===== src/rtl/nand4_sweep_ctrl.sv =====
// nand4_sweep_ctrl
// Runs all 16 input vectors through a 4-input NAND gate and checks each result.
// For every vector it holds the value for SETTLE_CYCLES cycles, then spends one
// CHECK cycle sampling the gate output and comparing it with ~&vec.
//
// State table:
//   state  | meaning
//   IDLE   | waiting for start; results of the last sweep are held
//   SETTLE | current vector driven, settle counter running down
//   CHECK  | one cycle; dut_e is sampled on the edge that ends it
//   DONE   | one cycle; done pulses and pass is computed
//
// Ports:
//   clk, rst         clock and synchronous active-high reset
//   start            request a sweep (honoured only in IDLE)
//   dut_e            output of the gate under test
//   a, b, c, d       gate inputs, {a,b,c,d} = vec
//   busy             high during SETTLE and CHECK
//   done             one-cycle pulse after the last CHECK
//   pass             last completed sweep had no mismatches
//   err_count        mismatch count, 0..16
//   first_fail       first mismatching vector
//   fail_valid       first_fail holds a captured vector
module nand4_sweep_ctrl #(
  parameter int SETTLE_CYCLES = 2
) (
  input  logic       clk,
  input  logic       rst,
  input  logic       start,
  input  logic       dut_e,
  output logic       a,
  output logic       b,
  output logic       c,
  output logic       d,
  output logic       busy,
  output logic       done,
  output logic       pass,
  output logic [4:0] err_count,
  output logic [3:0] first_fail,
  output logic       fail_valid
);

  typedef enum logic [1:0] {IDLE, SETTLE, CHECK, DONE} state_t;

  // The counter counts from S-1 down to 0, so SETTLE lasts exactly S cycles.
  localparam logic [3:0] SETTLE_LOAD = 4'(SETTLE_CYCLES - 1);

  state_t     state;
  logic [3:0] vec;
  logic [3:0] settle_cnt;
  logic       mismatch;

  assign {a, b, c, d} = vec;
  assign mismatch     = (dut_e != ~&vec);

  always_ff @(posedge clk) begin
    if (rst) begin
      state      <= IDLE;
      vec        <= 4'd0;
      settle_cnt <= 4'd0;
      busy       <= 1'b0;
      done       <= 1'b0;
      pass       <= 1'b0;
      err_count  <= 5'd0;
      first_fail <= 4'd0;
      fail_valid <= 1'b0;
    end else begin
      done <= 1'b0;
      case (state)
        IDLE: begin
          if (start) begin
            vec        <= 4'd0;
            err_count  <= 5'd0;
            first_fail <= 4'd0;
            fail_valid <= 1'b0;
            pass       <= 1'b0;
            settle_cnt <= SETTLE_LOAD;
            busy       <= 1'b1;
            state      <= SETTLE;
          end
        end
        SETTLE: begin
          if (settle_cnt == 4'd0) state <= CHECK;
          else settle_cnt <= settle_cnt - 4'd1;
        end
        CHECK: begin
          // At most 16 mismatches can occur in one sweep, so 5 bits never wrap.
          if (mismatch) begin
            err_count <= err_count + 5'd1;
            if (!fail_valid) begin
              first_fail <= vec;
              fail_valid <= 1'b1;
            end
          end
          if (vec == 4'hF) begin
            busy  <= 1'b0;
            done  <= 1'b1;
            state <= DONE;
          end else begin
            vec        <= vec + 4'd1;
            settle_cnt <= SETTLE_LOAD;
            state      <= SETTLE;
          end
        end
        DONE: begin
          // err_count already includes any mismatch from the final CHECK.
          pass  <= (err_count == 5'd0);
          state <= IDLE;
        end
        default: state <= IDLE;
      endcase
    end
  end

endmodule


===== config.mk =====
export PLATFORM = sky130hd
export DESIGN_NAME = nand4_sweep_ctrl
export DESIGN_NICKNAME = d
export VERILOG_FILES = /design/src/rtl/nand4_sweep_ctrl.sv
export SDC_FILE = /design/constraint.sdc
export NUM_CORES = 1
export LEC_CHECK = 0
export ABC_CLOCK_PERIOD_IN_PS = 4400
export BUFFER_PORTS_ARGS = -buffer_cell sky130_fd_sc_hd__buf_2
export CAP_MARGIN = 20
export CORE_MARGIN = 2
export CORE_UTILIZATION = 50
export DETAILED_ROUTE_END_ITERATION = 7
export PLACE_DENSITY = 0.82
export RECOVER_POWER = 25
export SYNTH_ARGS = -nofsm -noshare
export SYNTH_HDL_FRONTEND = slang
export SYNTH_SLANG_ARGS = --single-unit

===== constraint.sdc =====
create_clock -name clk -period 4.4 [get_ports clk]
set_clock_uncertainty 0.05 [all_clocks]
set_input_delay 0.22 -clock clk [delete_from_list [all_inputs] [get_ports clk]]
set_output_delay 0.22 -clock clk [all_outputs]
set_load 0.03 [all_outputs]

## Word-level counts from Yosys, hierarchy flattened

Index checks and enable logic that the tools add are counted.

- Bits in registers: 23
- Word-level logic and storage cells: 66

- Add/subtract/negate cells: 3
- Eq/ne operators: 12
- Muxes and demuxes: 25
- Bitwise gates (word level): 1
- Reduce and logical (&&, ||, !) cells: 16

Operators with widths:

| cell | count |
|---|---|
| 2-to-1 mux 4 bit | 7 |
| one-hot mux 4 bit (2 select lines) | 2 |
| inequality test 2 bit, second input constant | 7 |
| one-hot mux 4 bit (3 select lines) | 1 |
| AND reduction 4 bit | 3 |
| 2-to-1 mux 5 bit | 2 |
| one-hot mux 5 bit (2 select lines) | 1 |
| AND reduction 3 bit | 3 |
| one-hot mux 2 bit (4 select lines) | 1 |
| 2-to-1 mux 2 bit | 3 |
| one-hot mux 1 bit (2 select lines) | 3 |
| adder 5 x 1 -> 5 bit, second input constant | 1 |
| logical NOT 5 bit | 1 |
| 2-to-1 mux 1 bit | 5 |
| adder 4 x 1 -> 4 bit, second input constant | 1 |
| == test 2 bit, second input constant | 2 |
| == test 4 bit, second input constant | 1 |
| logical NOT 4 bit | 1 |
| AND reduction 2 bit | 2 |
| nonzero test 2 bit | 2 |
| subtractor 4 x 1 -> 4 bit, second input constant | 1 |
| nonzero test 3 bit | 1 |
| == test 2 x 1 -> 1 bit, second input constant | 1 |
| logical NOT 2 bit | 1 |
| 4 further kinds | 4 |

## Depth between registers and ports, before layout

- Depth in word-level cells: 5
- Mapped depth: 6
- Depth with buffers taken out: 6

## Worst setup path before layout

OpenSTA, ideal clock, no wires.

- Path type: register to register
- From: register vec[0]
- To: register err_count[0]
- Setup time: 88 ps
- Data arrival time: 1937 ps
- Slack: 2326 ps
- Stages on the path, launching flop included: 7
- Path buffers: 1
- Clock period less this slack: 2074 ps
- Cells stage by stage: dfxtp_1 -> ha_1 -> and3_1 -> buf_6 -> mux2_4 -> or4_1 -> o31ai_1

- Cells in the longest elaborated chain, start to end: 5

Ends and longest elaborated chain:

| element | line | source |
|---|---|---|
| start: declaration | 49 | `logic [3:0] vec;` |
| start signal: assignment | 100 | `vec <= vec + 4'd1;` |
| AND reduction 4 bit | 54 | `assign mismatch = (dut_e != ~&vec);` |
| logical NOT 1 bit | 54 |  |
| inequality test 1 bit | 54 |  |
| inequality test 2 bit (no source line) | - |  |
| AND reduction 3 bit (no source line) | - |  |
| end signal: assignment | 89 | `err_count <= err_count + 5'd1;` |
| end: declaration | 38 | `output logic [4:0] err_count,` |

Every way passes these cells.
A chain may end at the register's enable or synchronous reset.

## Worst setup path in the final report

- From: register vec[0]
- To: register first_fail[1]

- Cells in the longest elaborated chain, start to end: 5

Ends and longest elaborated chain:

| element | line | source |
|---|---|---|
| AND reduction 4 bit | 54 |  |
| logical NOT 1 bit | 54 |  |
| inequality test 1 bit | 54 |  |
| inequality test 2 bit (no source line) | - |  |
| AND reduction 4 bit (no source line) | - |  |
| end signal: assignment | 91 | `first_fail <= vec;` |
| end: declaration | 39 | `output logic [3:0] first_fail,` |

Every way passes these cells.

==> summary.txt <==
Job
  – MaxCap Viol Count: 0

Critical path
  – Reg2reg path depth: 5
  – Reg2reg setup slack: 2.34 ns
  – Crit path kind: flop to flop
  – CP cell instances: ha_1, and3_1, mux2i_1, nor2_2, mux2i_1
  – Top Family by Delay on Critical Path: multiplexers
  – Slowest CP cell: mux2i_1
  – CP dominant cell by count: mux2i_1
  – Worst Path Arrival: 2.22 ns
  – Slowest stage delay, CP: 0.62 ns
  – Worst r2r src: vec[0]
  – Worst Setup End Kind: flop
  – RR Endpoint: first_fail[1]
  – WP data required: roughly 4.6 ns
  – Worst setup SP type: flop
  – Crit path max fanout: 8
  – WP buf/inv: 0

Worst hold path
  – Min-delay src: start
  – Worst min path class: input port to flop
  – Hold EP: pass
  – Hold Crit Depth: 4

Synth
  – Synth unique cells: 38
  – Number of flops mapped to enable cells by yosys: 0
  – Area fraction of the dominant cell type after synthesis: 0.399
  – Synth Flop Type: dfxtp_1
  – Syn_nets: 145
  – Synth Instances: 137
  – Synthesized flop and latch total: 23
  – Multiplexer area fraction after synthesis: 0.0477
  – Main combinational cell family by area after synthesis: simple AND/OR/NAND/NOR gates
  – Synthesized area: 1150 µm²
  – Cell taking the most area after synthesis: dfxtp_1
  – Seq/Total Area, Yosys: 0.399
  – Most common cell in the netlist: dfxtp_1
  – Commonest cells post-synth: 23 x dfxtp_1, 15 x a21oi_1, 15 x nor2_1
  – Synthesized area per cell: ~8.4 µm²
  – Synth async-reset ratio: 0
  – XOR/XNOR share of the synthesized area: 0.00759
  – Post-synthesis compound-gate area fraction: 0.177
  – Post-Synth Simple-Gate Area: 0.262
  – Ranking of synthesized cells by area: dfxtp_1 40%, a21oi_1 6.5%, nor2_1 4.9%
  – Ys Warns: 0
  – Post-Synth Adder-Cell Area: 0.0434

Power
  – Power share of the sequential group: 0.600
  – Clock power share: 0.256
  – Power density over the cells: 299 nW/µm²
  – Final Power: 373 µW
  – Internal power: 269 µW
  – Pleak: 0.470 nW
  – Comb pwr share: 0.144
  – Sw frac: 0.280
  – P_sw: 104 µW
  – Max IR drop VDD: 0.181 mV

Global routing
  – Vias in the first global route: around 850
  – Tot GR Track Use: 0.180
  – GR Overflow Total: 0
  – Pin count of the biggest net entering global routing: 25
  – Initial antenna violation count: 0
  – First-pass GRT wire length: 3700 µm

Placement
  – IO buf count: 20
  – Number of cells after detailed placement: 179
  – Placer Congestion: 0.736
  – Post-DP Area: approximately 1200 µm²
  – DPL Wire Length: 1580 µm
  – Place WS: 2.37 ns

Routing
  – Routed WL per cell: between 10 and 15 µm
  – Final WL: 2210 µm
  – Post-route ant nets: 0
  – Vias: 1,015
  – Vias per inst: 5.55
  – # DRC: 0
  – Initial DRC count: 17
  – Total iterations of the first detailed-routing run: 4

STA
  – Worst-Margin Slew: 0.664 ns
  – Endpoints failing setup: 0
  – Max Fclk: 484 MHz
  – Fin crit share: 0.469
  – Hold slack: 0.262 ns
  – Final Hold Viols: 0
  – Tmin final: 2.06 ns
  – RSZ-0062 raised after global routing: false
  – Post-route worst setup slack: 2.34 ns
  – Setup_tns: 0 ns
  – Worst slew margin: 0.545
  – Slew Viols, Final: 0

Die
  – Starting Density: 0.527
  – Core Region: 2190 µm²
  – Row Count: 17
  – Ports: 21
  – Die Width: around 52 µm
  – Die ar.: between 2000 and 3000 µm²
  – Height of the die: 52.0 µm

Clock network
  – Clock Latency Late Sink: 0.31 ns
  – CTS-repair resized insts: 0
  – Max clock buf depth: 2
  – CTS root buf: clkbuf_4
  – CTS tree: done
  – CTS buffer count: 3
  – Clock H-tree levels: 1
  – # hold bufs at CTS: 0
  – Clock sink count: 23
  – CTS clk-pin slew, worst paths: between 0.1 and 0.15 ns
  – Post-CTS setup buffers: 0

Finish
  – Sequential standard cell area: 460 µm²
  – Fillers: 220
  – N_diodes: 0
  – Area of the multi-input gates: 621 µm²
  – Final net count: 164
  – Finished Layout Cells: ~180
  – Final Cell Area: 1250 µm²
  – Fin util: 0.571
  – Syn-to-layout area delta: 8.35%
  – Share of cells above drive strength 1: 0.129

Status
  – Outcome: completed
==> tightest hold or removal path, stage by stage <==
cell	delay [ns]
buf_2	0.12
nand2b_1	0.06
a21oi_1	0.13
nor4_1	0.05
==> power groups by stage <==
| stage | combinational, mW | sequential [mW] | clock (mW) |
|---|---|---|---|
| after floorplan | 0.0435 | 0.229 | 0 |
| after global placement | 0.0515 | 0.228 | 0 |
| after detailed placement | 0.0532 | 0.228 | 0 |
| after CTS | 0.0539 | 0.224 | 0.0992 |
| after global routing | 0.0610 | 0.226 | 0.111 |
| final | 0.0538 | 0.224 | 0.0956 |
==> final cells by class <==
cell class | count | share of cell area
flip-flops and latches | 23 | 0.368
multi-input cells | 103 | 0.496
repair buffers | 20 | 0.0701
inverters | 5 | 0.0150
well taps | 28 | 0.0280
clock buffers | 3 | 0.0180
clock inverters | 1 | 0.00400
==> kinds of logic (layout without fill, tap and decap cells) <==
logic type	count (synthesis)	in the layout
adders and majority gates	4	4
DFF	23	23
and+or+nand+nor	60	60
AOI/OAI and AO/OA	33	33
xor gates and xnor gates	1	1
muxes	5	5
buffers and inverters	11	29
==> worst max-delay path by stage <==
stage | startpoint | end | slack (ns) | cells after the start
final | vec[0] | first_fail[1] | 2.34 | 5
after global routing | vec[0] | err_count[3] | 2.12 | 5
after CTS | vec[0] | first_fail[1] | 2.36 | 5
after detailed placement | vec[0] | first_fail[1] | 2.37 | 5
after global placement | vec[0] | first_fail[1] | 2.46 | 5
after floorplan | vec[0] | err_count[0] | 2.33 | 6
==> layer usage <==
| metal | share of wire | GRT usage | routed length [µm] |
|---|---|---|---|
| met1 | 0.47 | 0.245 | 1030 |
| met2 | 0.46 | 0.287 | 1020 |
| met3 | 0.058 | 0.0259 | 127 |
| met4 | 0.013 | 0.0658 | 29 |
| met5 | 0 | 0 | 0 |
==> registers in the layout, indices dropped and copies added (netlist names) <==
signal,cells
done,1
err_count,5
pass,1
fail_valid,1
state,2
settle_cnt,4
busy,1
vec,4
first_fail,4
==> placed cells by master, fill, tap and decap left out, types with 2 or more instances in the layout <==
cell,synthesis,routed
nor2b_1,2,2
a211oi_1,3,3
nand2b_1,3,3
inv_1,5,5
and2_1,2,2
buf_2,0,10
or3_1,3,3
nor3b_1,2,2
mux2i_1,4,4
nand2_1,13,13
o31ai_1,2,2
o211ai_1,4,4
ha_1,4,4
o21ai_0,3,3
clkbuf_1,2,10
nor2_1,15,15
nor3_1,3,3
a21oi_1,15,15
dfxtp_1,23,23
clkbuf_4,0,3
nand3_1,9,9
No activity file was read; power rests on OpenSTA's default activity.
